<file path="src/rtl/vga_mem_pkg.sv">
// vga_mem_pkg: shared pixel RAM types, widths and client IDs.
// Used by the RAM arbiter, the display fetch path and the writers.
package vga_mem_pkg;

  localparam int ADDR_W_DEF = 12;
  localparam int DATA_W_DEF = 6;

  localparam int PIX_R_LSB = 4;
  localparam int PIX_G_LSB = 2;
  localparam int PIX_B_LSB = 0;

  typedef logic [DATA_W_DEF-1:0] pixel_t;

  typedef enum logic [1:0] {
    IDLE = 2'd0,
    GNT0 = 2'd1,
    GNT1 = 2'd2
  } wr_state_e;

  localparam logic CLI_WR0 = 1'b0;
  localparam logic CLI_WR1 = 1'b1;

  function automatic logic [1:0] pix_r(input pixel_t p);
    return p[PIX_R_LSB+:2];
  endfunction

  function automatic logic [1:0] pix_g(input pixel_t p);
    return p[PIX_G_LSB+:2];
  endfunction

  function automatic logic [1:0] pix_b(input pixel_t p);
    return p[PIX_B_LSB+:2];
  endfunction

  function automatic logic cli_other(input logic id);
    return ~id;
  endfunction

  function automatic wr_state_e gnt_state(input logic id);
    return (id == CLI_WR1) ? GNT1 : GNT0;
  endfunction

endpackage

</file>
<file path="src/rtl/vga_ram_arbiter_if.sv">
// vga_ram_arbiter_if: display, writer and RAM-port bundle.
// master = surrounding system, slave = the arbiter.
interface vga_ram_arbiter_if
  import vga_mem_pkg::*;
#(
  parameter int ADDR_W = ADDR_W_DEF,
  parameter int DATA_W = DATA_W_DEF
);

  logic              ena;
  logic              disp_active;
  logic [ADDR_W-1:0] disp_addr;
  logic [DATA_W-1:0] disp_pixel;

  logic              wr0_req;
  logic [ADDR_W-1:0] wr0_addr;
  logic [DATA_W-1:0] wr0_data;
  logic              wr0_gnt;

  logic              wr1_req;
  logic [ADDR_W-1:0] wr1_addr;
  logic [DATA_W-1:0] wr1_data;
  logic              wr1_gnt;

  logic              ram_en;
  logic              ram_we;
  logic [ADDR_W-1:0] ram_addr;
  logic [DATA_W-1:0] ram_wdata;
  logic [DATA_W-1:0] ram_rdata;

  modport master (
    output ena,
    output disp_active,
    output disp_addr,
    input  disp_pixel,
    output wr0_req,
    output wr0_addr,
    output wr0_data,
    input  wr0_gnt,
    output wr1_req,
    output wr1_addr,
    output wr1_data,
    input  wr1_gnt,
    input  ram_en,
    input  ram_we,
    input  ram_addr,
    input  ram_wdata,
    output ram_rdata
  );

  modport slave (
    input  ena,
    input  disp_active,
    input  disp_addr,
    output disp_pixel,
    input  wr0_req,
    input  wr0_addr,
    input  wr0_data,
    output wr0_gnt,
    input  wr1_req,
    input  wr1_addr,
    input  wr1_data,
    output wr1_gnt,
    output ram_en,
    output ram_we,
    output ram_addr,
    output ram_wdata,
    input  ram_rdata
  );

endinterface

</file>
<file path="src/rtl/vga_wr_rr_arbiter.sv">
// vga_wr_rr_arbiter: round-robin writer arbiter, bounded bursts.
// Grants are combinational; adv=0 stalls all state.
module vga_wr_rr_arbiter
  import vga_mem_pkg::*;
#(
  parameter int MAX_BURST = 4
) (
  input  logic clk,
  input  logic rst_n,
  input  logic adv,
  input  logic req0,
  input  logic req1,
  output logic gnt0,
  output logic gnt1,
  output logic sel
);

  localparam int CW =
    (MAX_BURST > 1) ? $clog2(MAX_BURST) : 1;
  localparam logic [CW-1:0] CNT_TOP =
    CW'(MAX_BURST - 1);

  wr_state_e     state_q;
  wr_state_e     state_d;
  logic          rr_q;
  logic          rr_d;
  logic [CW-1:0] cnt_q;
  logic [CW-1:0] cnt_d;

  logic          own_id;
  logic          hold;
  logic          g_vld;
  logic          g_id;
  logic          oth_req;
  logic [CW-1:0] cur;

  // Choose the writer served this cycle
  always_comb begin
    own_id = (state_q == GNT1);
    hold   = (state_q != IDLE) &&
             (own_id ? req1 : req0);
    g_vld  = 1'b0;
    g_id   = rr_q;
    unique case (1'b1)
      hold: begin
        g_vld = 1'b1;
        g_id  = own_id;
      end
      (!hold && req0 && req1): begin
        g_vld = 1'b1;
        g_id  = rr_q;
      end
      (!hold && req0 && !req1): begin
        g_vld = 1'b1;
        g_id  = CLI_WR0;
      end
      (!hold && !req0 && req1): begin
        g_vld = 1'b1;
        g_id  = CLI_WR1;
      end
      default: ;
    endcase
    cur     = hold ? cnt_q : '0;
    oth_req = (g_id == CLI_WR1) ? req0 : req1;
  end

  // Next state, round-robin pointer and burst count
  always_comb begin
    state_d = state_q;
    rr_d    = rr_q;
    cnt_d   = cnt_q;
    if (adv) begin
      if (g_vld) begin
        rr_d = cli_other(g_id);
        if (cur == CNT_TOP && oth_req) begin
          state_d = gnt_state(cli_other(g_id));
          cnt_d   = '0;
        end else begin
          state_d = gnt_state(g_id);
          cnt_d   = (cur == CNT_TOP) ?
                    cur : cur + CW'(1);
        end
      end else begin
        state_d = IDLE;
        cnt_d   = '0;
      end
    end
  end

  // Arbiter state registers
  always_ff @(posedge clk or negedge rst_n) begin
    if (!rst_n) begin
      state_q <= IDLE;
      rr_q    <= CLI_WR0;
      cnt_q   <= '0;
    end else begin
      state_q <= state_d;
      rr_q    <= rr_d;
      cnt_q   <= cnt_d;
    end
  end

  assign gnt0 = rst_n & adv & g_vld &
                (g_id == CLI_WR0);
  assign gnt1 = rst_n & adv & g_vld &
                (g_id == CLI_WR1);
  assign sel  = g_id;

endmodule

</file>
<file path="src/rtl/vga_ram_arbiter.sv">
// vga_ram_arbiter: shares the pixel RAM between scan-out and writers.
// Display reads win outright; writers round-robin in blanking.
module vga_ram_arbiter
  import vga_mem_pkg::*;
#(
  parameter int ADDR_W    = ADDR_W_DEF,
  parameter int DATA_W    = DATA_W_DEF,
  parameter int MAX_BURST = 4
) (
  input logic               clk,
  input logic               rst_n,
  vga_ram_arbiter_if.slave  bus
);

  logic              adv;
  logic              rd;
  logic              g0;
  logic              g1;
  logic              sel;
  logic              rd_vld;
  logic [ADDR_W-1:0] wr_addr;
  logic [DATA_W-1:0] wr_data;
  logic [DATA_W-1:0] pix_q;

  assign adv = bus.ena & ~bus.disp_active;
  assign rd  = rst_n & bus.ena & bus.disp_active;

  vga_wr_rr_arbiter #(
    .MAX_BURST (MAX_BURST)
  ) u_arb (
    .clk   (clk),
    .rst_n (rst_n),
    .adv   (adv),
    .req0  (bus.wr0_req),
    .req1  (bus.wr1_req),
    .gnt0  (g0),
    .gnt1  (g1),
    .sel   (sel)
  );

  assign bus.wr0_gnt = g0;
  assign bus.wr1_gnt = g1;

  // RAM port mux: display read, else the granted writer
  always_comb begin
    wr_addr       = sel ? bus.wr1_addr : bus.wr0_addr;
    wr_data       = sel ? bus.wr1_data : bus.wr0_data;
    bus.ram_en    = 1'b0;
    bus.ram_we    = 1'b0;
    bus.ram_addr  = '0;
    bus.ram_wdata = '0;
    if (rd) begin
      bus.ram_en   = 1'b1;
      bus.ram_addr = bus.disp_addr;
    end else if (g0 | g1) begin
      bus.ram_en    = 1'b1;
      bus.ram_we    = 1'b1;
      bus.ram_addr  = wr_addr;
      bus.ram_wdata = wr_data;
    end
  end

  // Read-valid pipeline and registered pixel output
  always_ff @(posedge clk or negedge rst_n) begin
    if (!rst_n) begin
      rd_vld <= 1'b0;
      pix_q  <= '0;
    end else if (bus.ena) begin
      rd_vld <= bus.disp_active;
      pix_q  <= rd_vld ? bus.ram_rdata : '0;
    end
  end

  assign bus.disp_pixel = pix_q;

endmodule

</file>
<file path="src/flat_wrapper.sv">
// flat-port wrapper written by rule: the top's interface ports become plain ports
module vga_ram_arbiter_flat import vga_mem_pkg::*;
#(
  parameter int ADDR_W    = ADDR_W_DEF,
  parameter int DATA_W    = DATA_W_DEF,
  parameter int MAX_BURST = 4
)
  (clk, rst_n, bus_ena, bus_disp_active, bus_disp_addr, bus_disp_pixel, bus_wr0_req, bus_wr0_addr, bus_wr0_data, bus_wr0_gnt, bus_wr1_req, bus_wr1_addr, bus_wr1_data, bus_wr1_gnt, bus_ram_en, bus_ram_we, bus_ram_addr, bus_ram_wdata, bus_ram_rdata);
  vga_ram_arbiter_if #(.ADDR_W(ADDR_W), .DATA_W(DATA_W)) bus_i ();
  input logic clk;
  input logic rst_n;
  input wire logic [$bits(bus_i.ena)-1:0] bus_ena;
  input wire logic [$bits(bus_i.disp_active)-1:0] bus_disp_active;
  input wire logic [$bits(bus_i.disp_addr)-1:0] bus_disp_addr;
  output wire logic [$bits(bus_i.disp_pixel)-1:0] bus_disp_pixel;
  input wire logic [$bits(bus_i.wr0_req)-1:0] bus_wr0_req;
  input wire logic [$bits(bus_i.wr0_addr)-1:0] bus_wr0_addr;
  input wire logic [$bits(bus_i.wr0_data)-1:0] bus_wr0_data;
  output wire logic [$bits(bus_i.wr0_gnt)-1:0] bus_wr0_gnt;
  input wire logic [$bits(bus_i.wr1_req)-1:0] bus_wr1_req;
  input wire logic [$bits(bus_i.wr1_addr)-1:0] bus_wr1_addr;
  input wire logic [$bits(bus_i.wr1_data)-1:0] bus_wr1_data;
  output wire logic [$bits(bus_i.wr1_gnt)-1:0] bus_wr1_gnt;
  output wire logic [$bits(bus_i.ram_en)-1:0] bus_ram_en;
  output wire logic [$bits(bus_i.ram_we)-1:0] bus_ram_we;
  output wire logic [$bits(bus_i.ram_addr)-1:0] bus_ram_addr;
  output wire logic [$bits(bus_i.ram_wdata)-1:0] bus_ram_wdata;
  input wire logic [$bits(bus_i.ram_rdata)-1:0] bus_ram_rdata;
  assign bus_i.ena = bus_ena;
  assign bus_i.disp_active = bus_disp_active;
  assign bus_i.disp_addr = bus_disp_addr;
  assign bus_disp_pixel = bus_i.disp_pixel;
  assign bus_i.wr0_req = bus_wr0_req;
  assign bus_i.wr0_addr = bus_wr0_addr;
  assign bus_i.wr0_data = bus_wr0_data;
  assign bus_wr0_gnt = bus_i.wr0_gnt;
  assign bus_i.wr1_req = bus_wr1_req;
  assign bus_i.wr1_addr = bus_wr1_addr;
  assign bus_i.wr1_data = bus_wr1_data;
  assign bus_wr1_gnt = bus_i.wr1_gnt;
  assign bus_ram_en = bus_i.ram_en;
  assign bus_ram_we = bus_i.ram_we;
  assign bus_ram_addr = bus_i.ram_addr;
  assign bus_ram_wdata = bus_i.ram_wdata;
  assign bus_i.ram_rdata = bus_ram_rdata;
  vga_ram_arbiter #(.ADDR_W(ADDR_W), .DATA_W(DATA_W), .MAX_BURST(MAX_BURST)) u_core (.clk(clk), .rst_n(rst_n), .bus(bus_i));
endmodule
</file>
<file path="config.mk">
export PLATFORM = sky130hd
export DESIGN_NAME = vga_ram_arbiter_flat
export DESIGN_NICKNAME = d
export VERILOG_FILES = /design/src/rtl/vga_mem_pkg.sv /design/src/rtl/vga_ram_arbiter_if.sv /design/src/rtl/vga_wr_rr_arbiter.sv /design/src/rtl/vga_ram_arbiter.sv /design/src/flat_wrapper.sv
export SDC_FILE = /design/constraint.sdc
export NUM_CORES = 1
export LEC_CHECK = 0
export CAP_MARGIN = 40
export CORE_MARGIN = 8
export CORE_UTILIZATION = 28
export CTS_BUF_LIST = sky130_fd_sc_hd__clkbuf_16
export CTS_CLUSTER_SIZE = 10
export DETAILED_ROUTE_END_ITERATION = 7
export PLACE_DENSITY = 0.8
export SYNTH_ARGS = -nofsm -noshare
export SYNTH_HDL_FRONTEND = slang
export SYNTH_SLANG_ARGS = --single-unit
</file>
<file path="constraint.sdc">
create_clock -name clk -period 1.35 [get_ports clk]
set_input_delay 0.135 -clock clk [delete_from_list [all_inputs] [get_ports clk]]
set_output_delay 0.135 -clock clk [all_outputs]
set_load 0.03 [all_outputs]
</file>
# Word level (Yosys, flattened, before mapping)
# Cells that the tools add are included.
# totals
out_inout_bits	28
wordCells	53
inputBits	60
reg_bits	12
# op_classes
n_addsub	1
reduce_logical	13
muxes	22
eq_ne	2
bitwise_logic	10
# ops
operator	n
2-to-1 mux 12 bit	3
2-to-1 mux 6 bit	4
2-to-1 mux 2 bit	8
bitwise AND 1 bit	7
logical AND 1 bit	7
2-to-1 mux 1 bit	6
equality test 2 bit, second input constant	2
OR reduction 4 bit	1
zero test 1 bit	3
one-hot mux 1 bit (3 select lines)	1
adder 2 x 1 -> 2 bit, second input constant	1
NOT 1 bit	2
AND reduction 2 bit	1
nonzero test 2 bit	1
bitwise OR 1 bit	1

# Logic depth before layout (Yosys ltp)
# Gate-level depths: netlist (run 1).
# depth
depth_word	13
depth_mapped	5
depth_no_buf	4

# Modules after synthesis
# Synthesis (run 1) repeated with hierarchy kept, for this count alone.
# hier_totals
cells_unflattened	121
hier_area_um2	1159.9
# modules_own_cells
module	area_each_um2	cells_each	n_inst
vga_ram_arbiter	819.5	79	1
vga_wr_rr_arbiter	340.3	42	1

# Least setup slack after synthesis (run 1)
# Ideal clock, no wire load.
# synth_path
path_kind	reg-to-output
start	reg u_core.u_arb.state_q[0]
end	out bus_ram_addr[0]
required_time_ps	1215
arrival_ps	1575
setup_slack_ps	-360
stages_incl_launch_ff	5
path_cell_list	dfrtp_1 -> nand2b_1 -> o21ai_4 -> mux2i_1 -> o21ai_0
# synth_between
elab_chain_cells	13
# synth_rtl
item	line_no	text
start, declared	vga_wr_rr_arbiter.sv:23	wr_state_e state_q;
start signal, assigned	vga_wr_rr_arbiter.sv:97	state_q <= state_d;
equality test 2 bit	vga_wr_rr_arbiter.sv:39	own_id = (state_q == GNT1);
2-to-1 mux 1 bit	vga_wr_rr_arbiter.sv:41	(own_id ? req1 : req0);
logical AND 1 bit	vga_wr_rr_arbiter.sv:40	hold = (state_q != IDLE) &&
zero test 1 bit	vga_wr_rr_arbiter.sv:49, vga_wr_rr_arbiter.sv:53, vga_wr_rr_arbiter.sv:57	
logical AND 1 bit, on equally long branches (2 in a row)	vga_wr_rr_arbiter.sv:49, vga_wr_rr_arbiter.sv:53, vga_wr_rr_arbiter.sv:57	
OR reduction 4 bit (no source line)	n/a	
2-to-1 mux 1 bit	vga_wr_rr_arbiter.sv:44	unique case (1'b1)
bitwise AND 1 bit	vga_wr_rr_arbiter.sv:103, vga_wr_rr_arbiter.sv:105	
bitwise AND 1 bit, on equally long branches	vga_wr_rr_arbiter.sv:103, vga_wr_rr_arbiter.sv:105	
bitwise OR 1 bit	vga_ram_arbiter.sv:55	end else if (g0 | g1) begin
2-to-1 mux 12 bit *	vga_ram_arbiter.sv:55	
2-to-1 mux 12 bit *	vga_ram_arbiter.sv:52	if (rd) begin
end, declared	flat_wrapper.sv:26	output wire logic [$bits(bus_i.ram_addr)-1:0] bus_ram_addr;
# Every way passes the cells marked *; elsewhere a longest branch is shown, timed or not.

# Worst setup path in the final report (run 1)
# layout_path
start	reg u_core.u_arb.state_q[0]
end	out bus_ram_addr[2]
# The elaborated chain is that of the path after synthesis.

==> results.toml, run 1 <==
[grt]
grt_pass1_vias = 1452
grt_pass1_wl_um = 6720
gr-usage-all-layers = 0.156
overflow = 0
grt_max_degree = 14
antenna_found_initial = 0

[cts]
clock_latency_ns = 0.24
cts_sinks = 12
cts_tree = "built"
ctsHoldBuffers = 0
htree_levels = 1
cts.path.max_buffers = 2
cts_made_buffers = 3
ctsRootBufferMaster = "clkbuf_16"
clk_pin_slew_ns = 0.04

[detailed_routing]
via_per_inst = 4.78
wirelength_um = 4220
first_pass_iters = 4
drc = 0
via_count = 1267
wl_per_cell_um = 15.9
drt.antenna.violating_nets = 0
first_iter_violations = 33

[pwr]
p_leak_nw = 1.01
power.density_nw_per_um2 = 832
ir_drop_v = 0.000340

[floorplanning]
start_util = 0.289
core_area_um2 = 3310
ios = 88
die_h_um = 74.5
die_w_um = 74.5
std_cell_rows = 21
dieArea_um2 = 5550

[sta]
fmax_mhz = 577
clock_skew_ns = 0.00165
finalCriticalPeriod_ns = 1.73
finalCritPeriodShare = 1.28
hold_viol_final = 0
fin_tns_setup_ns = -6.72
post-route-worst-setup-slack_ns = -0.384
rsz0062_at_grt = "true"
setup_viol = 22
final.hold.worst_slack_ns = 0.155
worstMarginPinSlew_ns = 0.525
drv_slew = 0
max_slew_margin = 0.646

[synth]
yosysTopAreaCellShare = 0.313
ys_types = 27
synth_seq_cells = 12
avgSynthCellArea_um2 = 8.48
async_flop_share = 1.00
ys_seq_area_frac = 0.313
yosys.area.top_type = "dfrtp_1"
synth_cells = 113
synth_nets = 173
synth.area.top_cells = "dfrtp_1, mux2i_1, nand2_1, a22o_1, o21ai_1"
yosysWarnings = 0
synth_top_flop_cell = "dfrtp_1"
syn_area_um2 = 958
synth-edff-count = 0

[worst_setup_path]
path_max_fanout = 9
critPathLaunchType = "register"
path_cells = "nand2b_4 -> o21ai_4 -> buf_12 -> mux2i_2 -> o21ai_2 -> buf_4"
cp_slowest_cell = "dfrtp_1"
cp_top_family = "flip-flops"
crit_buf_inv = 2
worstPathArrival_ns = 1.60
crit_path_max_incr_delay_ns = 0.37
cp-end-kind = "primary output"
critPathKind = "register to primary output"
required_ns = 1.22

[min_path]
holdCritPathClass = "input pin to async pin"

[finish]
fillerInstances = 256
area_growth_pct = 132
antenna_cells = 0
fin_area_um2 = 2230
layout-drive-gt1-share = 0.384
final_nets = 280
fin_cells = 265
fin_util = 0.672

[run_status]
outcome = "finished with violations"
violations = "negative setup slack"

[placement]
dp_hpwl_um = 3360
gp_congestion = 0.829
portBuffers = 87
placed_area_um2 = 2040
place_inst = 258

[flow_run]
maxCapViolations = 0
metal layers:
layer / track usage / wire length (um)
met3: 0.0526 / 309
met2: 0.295 / 2330
met4: 0.0565 / 68
met5: 0 / 0
met1: 0.150 / 1510
power breakdown:
group | internal, mW | switching [mW]
combinational | 0.467 | 0.395
sequential | 0.415 | 0.0448
clock | 0.389 | 0.142
total | 1.27 | 0.582
placed cells by master, fill, tap and decap left out, types with 2 or more instances in the layout:
master | Yosys | final
mux2_2 | 2 | 2
o2bb2ai_1 | 2 | 2
nor2_2 | 0 | 8
clkbuf_16 | 0 | 3
nand2_1 | 20 | 19
buf_6 | 2 | 16
dfrtp_1 | 12 | 12
a21oi_1 | 4 | 4
a22o_1 | 6 | 6
o21ai_2 | 0 | 12
clkdlybuf4s50_1 | 0 | 54
nor2_1 | 12 | 4
mux2i_1 | 18 | 14
inv_1 | 4 | 3
buf_12 | 0 | 4
dlygate4sd2_1 | 0 | 9
mux2i_2 | 0 | 4
buf_4 | 0 | 23
cell usage after synthesis, types with 2 or more instances:
master and instances:
o2bb2ai_1 2, inv_1 4, a21oi_1 4, dfrtp_1 12, nor2_1 12, and3_1 2
clkbuf_1 2, a22o_1 6, mux2i_1 18, nand2_1 20, mux2_2 2, buf_6 2
o21ai_0 5, o21ai_1 9
logic make-up (layout without fill, tap and decap cells):
logic type / count (synthesis) / after routing / synth area share
and+or+nand+nor: 40 / 40 / 0.192
AOI/OAI and AO/OA: 31 / 31 / 0.215
muxes: 20 / 20 / 0.211
DFF: 12 / 12 / 0.313
buffers and inverters: 10 / 116 / 0.0679
state kept, by name (all words and copies together) (netlist names):
signal                 flops
u_core.bus.disp_pixel      6
u_core.u_arb.cnt_q         2
u_core.u_arb.state_q       2
u_core.rd_vld              1
u_core.u_arb.rr_q          1
layout make-up:
class / count / area, um2 / area share
repair buffers: 108 / 1060 / 0.477
well taps: 46 / 57.6 / 0.0259
inverters: 4 / 15.0 / 0.00675
clock buffers: 3 / 75.1 / 0.0337
clock inverters: 1 / 3.75 / 0.00169
flip-flops and latches: 12 / 300 / 0.135
multi-input cells: 91 / 712 / 0.320
through the flow:
step,worst slack [ns],total power [mW]
6_report,-0.384,1.85
5_1_grt,-0.460,1.96
2_1_floorplan,-0.125,0.876
3_3_place_gp,-0.413,1.25
4_1_cts,-0.385,1.85
3_5_place_dp,-0.431,1.27
what timing repair did:
action / 4_1_cts / 5_1_grt
pin swaps: 1 / 1
gates resized for setup: 39 / 7
gates cloned: 1 / 0
buffers inserted: 2 / 0
setup endpoints to repair: 31 / 25
final timing paths:
kind,cells past startpoint,endpoint,slack (ns),from
max,6,bus_ram_addr[2],-0.38,u_core.u_arb.state_q[0]
max reg2reg,6,u_core.u_arb.state_q[1],-0.13,u_core.u_arb.rr_q
min in group clk,3,u_core.rd_vld,0.43,bus_ena
min,2,u_core.bus.disp_pixel[5],0.15,rst_n
min reg2reg,1,u_core.rd_vld,0.50,u_core.rd_vld
max in group asynchronous,2,u_core.u_arb.state_q[1],1.04,rst_n
Note: power is estimated with default switching activity, not from simulation.
==> run 2: changes to the inputs <==
--- a/config.mk
+++ b/config.mk
@@ -7,5 +7,6 @@
 export LEC_CHECK = 0
+export ABC_AREA = 1
 export CAP_MARGIN = 40
 export CORE_MARGIN = 8
-export CORE_UTILIZATION = 28
+export CORE_UTILIZATION = 29
 export CTS_BUF_LIST = sky130_fd_sc_hd__clkbuf_16
@@ -13,3 +14,3 @@
 export DETAILED_ROUTE_END_ITERATION = 7
-export PLACE_DENSITY = 0.8
+export PLACE_DENSITY = 0.81
 export SYNTH_ARGS = -nofsm -noshare
==> constraint.sdc (replaced) <==
create_clock -name clk -period 1.35 [get_ports clk]
set_input_delay 0.2025 -clock clk [delete_from_list [all_inputs] [get_ports clk]]
set_output_delay 0.2025 -clock clk [all_outputs]
set_load 0.03 [all_outputs]
==> results.toml, run 2 <==
[finish]
area_growth_pct = 153
fin_area_um2 = 2580
fin_util = 0.767
final_nets = 334
final_common_cell = "clkdlybuf4s50_1"
layout-drive-gt1-share = 0.451
fin_cells = 319
largest_reg_flops = 6
fillerInstances = 245
antenna_cells = 0
layout_common_cells = "clkdlybuf4s50_1, nand2_1, buf_4, nand2_2, buf_6"

[detailed_routing]
first_iter_violations = 27
wirelength_um = 4830
wl_per_cell_um = 15.2
first_pass_iters = 4
drt.antenna.violating_nets = 0
via_count = 1498
drc = 0
via_per_inst = 4.70

[sta]
rsz0062_at_grt = "true"
worstMarginPinSlew_ns = 0.321
drv_slew = 0
max_slew_margin = 0.787
post-route-worst-setup-slack_ns = -0.503
fmax_mhz = 540
final.hold.worst_slack_ns = 0.0508
clock_skew_ns = 0.00484
setup_viol = 22
finalCriticalPeriod_ns = 1.85
hold_viol_final = 0
finalCritPeriodShare = 1.37

[pwr]
ir_drop_v = 0.000786
p_leak_nw = 1.28
power.density_nw_per_um2 = 708
power_mw = 1.83

[synth]
ys_seq_area_frac = 0.295
syn_area_um2 = 1020
avgSynthCellArea_um2 = 6.45
yosysTopAreaCellShare = 0.295
synth.area.top_cells = "dfrtp_1, nand2_1, nand3_1, nor2_8, inv_1"
yosys.area.top_type = "dfrtp_1"
synth_commonest_cells = "nand2_1, nand3_1, dfrtp_1"
synth_cells = 158
synth-edff-count = 0
async_flop_share = 1.00
synth_top_flop_cell = "dfrtp_1"
ys_types = 22
synth_seq_cells = 12
yosysWarnings = 0
yosysMostFrequentCell = "nand2_1"
synth_nets = 218

[floorplanning]
dieArea_um2 = 5660
die_w_um = 75.3
die_h_um = 75.3
core_area_um2 = 3360
ios = 88
start_util = 0.303
std_cell_rows = 21

[worst_setup_path]
cp_slowest_cell = "dfrtp_1"
regToRegSetupSlack_ns = -0.05
required_ns = 1.15
crit_buf_inv = 4
critPathLaunchType = "register"
worstPathArrival_ns = 1.65
path_cells = "inv_2 -> nand3_2 -> nand2_2 -> o21bai_4 -> buf_6 -> nand2_4 -> inv_8 -> nand2_2 -> nand2_4 -> buf_6"
crit_path_max_incr_delay_ns = 0.38
critPathKind = "register to primary output"
cp_top_family = "buffers and inverters"
path_max_fanout = 7
cp-end-kind = "primary output"

[grt]
grt_pass1_wl_um = 7510
gr-usage-all-layers = 0.173
grt_pass1_vias = 1639
overflow = 0
grt_max_degree = 13
antenna_found_initial = 0

[run_status]
outcome = "finished with violations"
violations = "negative setup slack"

[cts]
cts.path.max_buffers = 2
htree_levels = 1
cts_sinks = 12
cts_made_buffers = 3
ctsRootBufferMaster = "clkbuf_16"
ctsHoldBuffers = 0
clock_latency_ns = 0.24
clk_pin_slew_ns = 0.04
cts_tree = "built"

[placement]
placed_area_um2 = 2250
portBuffers = 87
place_inst = 306
dp_hpwl_um = 3650
gp_congestion = 0.920

[min_path]
holdCritPathClass = "input pin to async pin"

[flow_run]
maxCapViolations = 0
run 2: cell count changes in the layout (fill, tap and decap cells not counted), sizes merged, moves of 2 or more:
cell,change
inv,+7
and3,-2
o21ai,-12
a22o,-6
nand2,+60
buf,+11
dlygate4sd2,-3
o2bb2ai,-2
mux2,-2
nor2,-5
mux2i,-18
nand3,+33
run 2: cell families after synthesis:
kind of cell	synth area share
DFF	0.295
buffers and inverters	0.0835
and+or+nand+nor	0.566
AOI/OAI and AO/OA	0.0553
run 2: worst paths after layout:
path | start | to | cells after the start
max in group asynchronous | rst_n | u_core.u_arb.state_q[1] | 2
worst min-delay path | rst_n | u_core.bus.disp_pixel[4] | 2
worst max register to register | u_core.u_arb.state_q[0] | u_core.u_arb.state_q[1] | 9
worst max-delay path | u_core.u_arb.state_q[0] | bus_ram_wdata[4] | 10
min in group clk | bus_ena | u_core.bus.disp_pixel[5] | 4
worst min register to register | u_core.bus.disp_pixel[2] | u_core.bus.disp_pixel[2] | 2
run 2: timing repair:
item,CTS,global route
resized for setup,58,20
pin swaps,6,4
gates cloned,1,0
setup endpoints to repair,33,25
setup buffers,8,1
run 2: area by class of cell:
| cell class | instances | area, um2 | share of cell area |
|---|---|---|---|
| well taps | 46 | 57.6 | 0.0223 |
| flip-flops and latches | 12 | 300 | 0.116 |
| clock inverters | 1 | 3.75 | 0.00146 |
| repair buffers | 116 | 1140 | 0.441 |
| inverters | 11 | 53.8 | 0.0209 |
| multi-input cells | 130 | 952 | 0.369 |
| clock buffers | 3 | 75.1 | 0.0291 |
run 2: power breakdown:
| group | internal [mW] | leakage (nW) | switching (mW) |
|---|---|---|---|
| Clock | 0.390 | 0.0385 | 0.156 |
| Sequential | 0.405 | 0.155 | 0.0364 |
| Combinational | 0.427 | 1.09 | 0.411 |
run 2: worst reg2reg max path: stages (launching register included):
cell and delay (ns):
dfrtp_1 0.38, inv_2 0.06, nand3_2 0.07, nand2_2 0.08, o21bai_4 0.23, buf_6 0.16
buf_4 0.12, nand2_1 0.06, nand3_2 0.08, nand2_1 0.05
run 2: through the flow:
stage	worst slack, ns	setup TNS (ns)
2_1_floorplan	-0.110	-1.43
3_3_place_gp	-0.682	-15.07
3_5_place_dp	-0.725	-16.12
4_1_cts	-0.503	-9.13
5_1_grt	-0.587	-10.90
6_report	-0.503	-8.95
run 2: routing by layer:
layer / up-vias / global-route usage / wire, um
met5: - / 0 / 0
met4: 0 / 0.0874 / 114
met3: 8 / 0.0493 / 454
met2: 65 / 0.309 / 2570
met1: 683 / 0.180 / 1690
li1: 742 / - / -
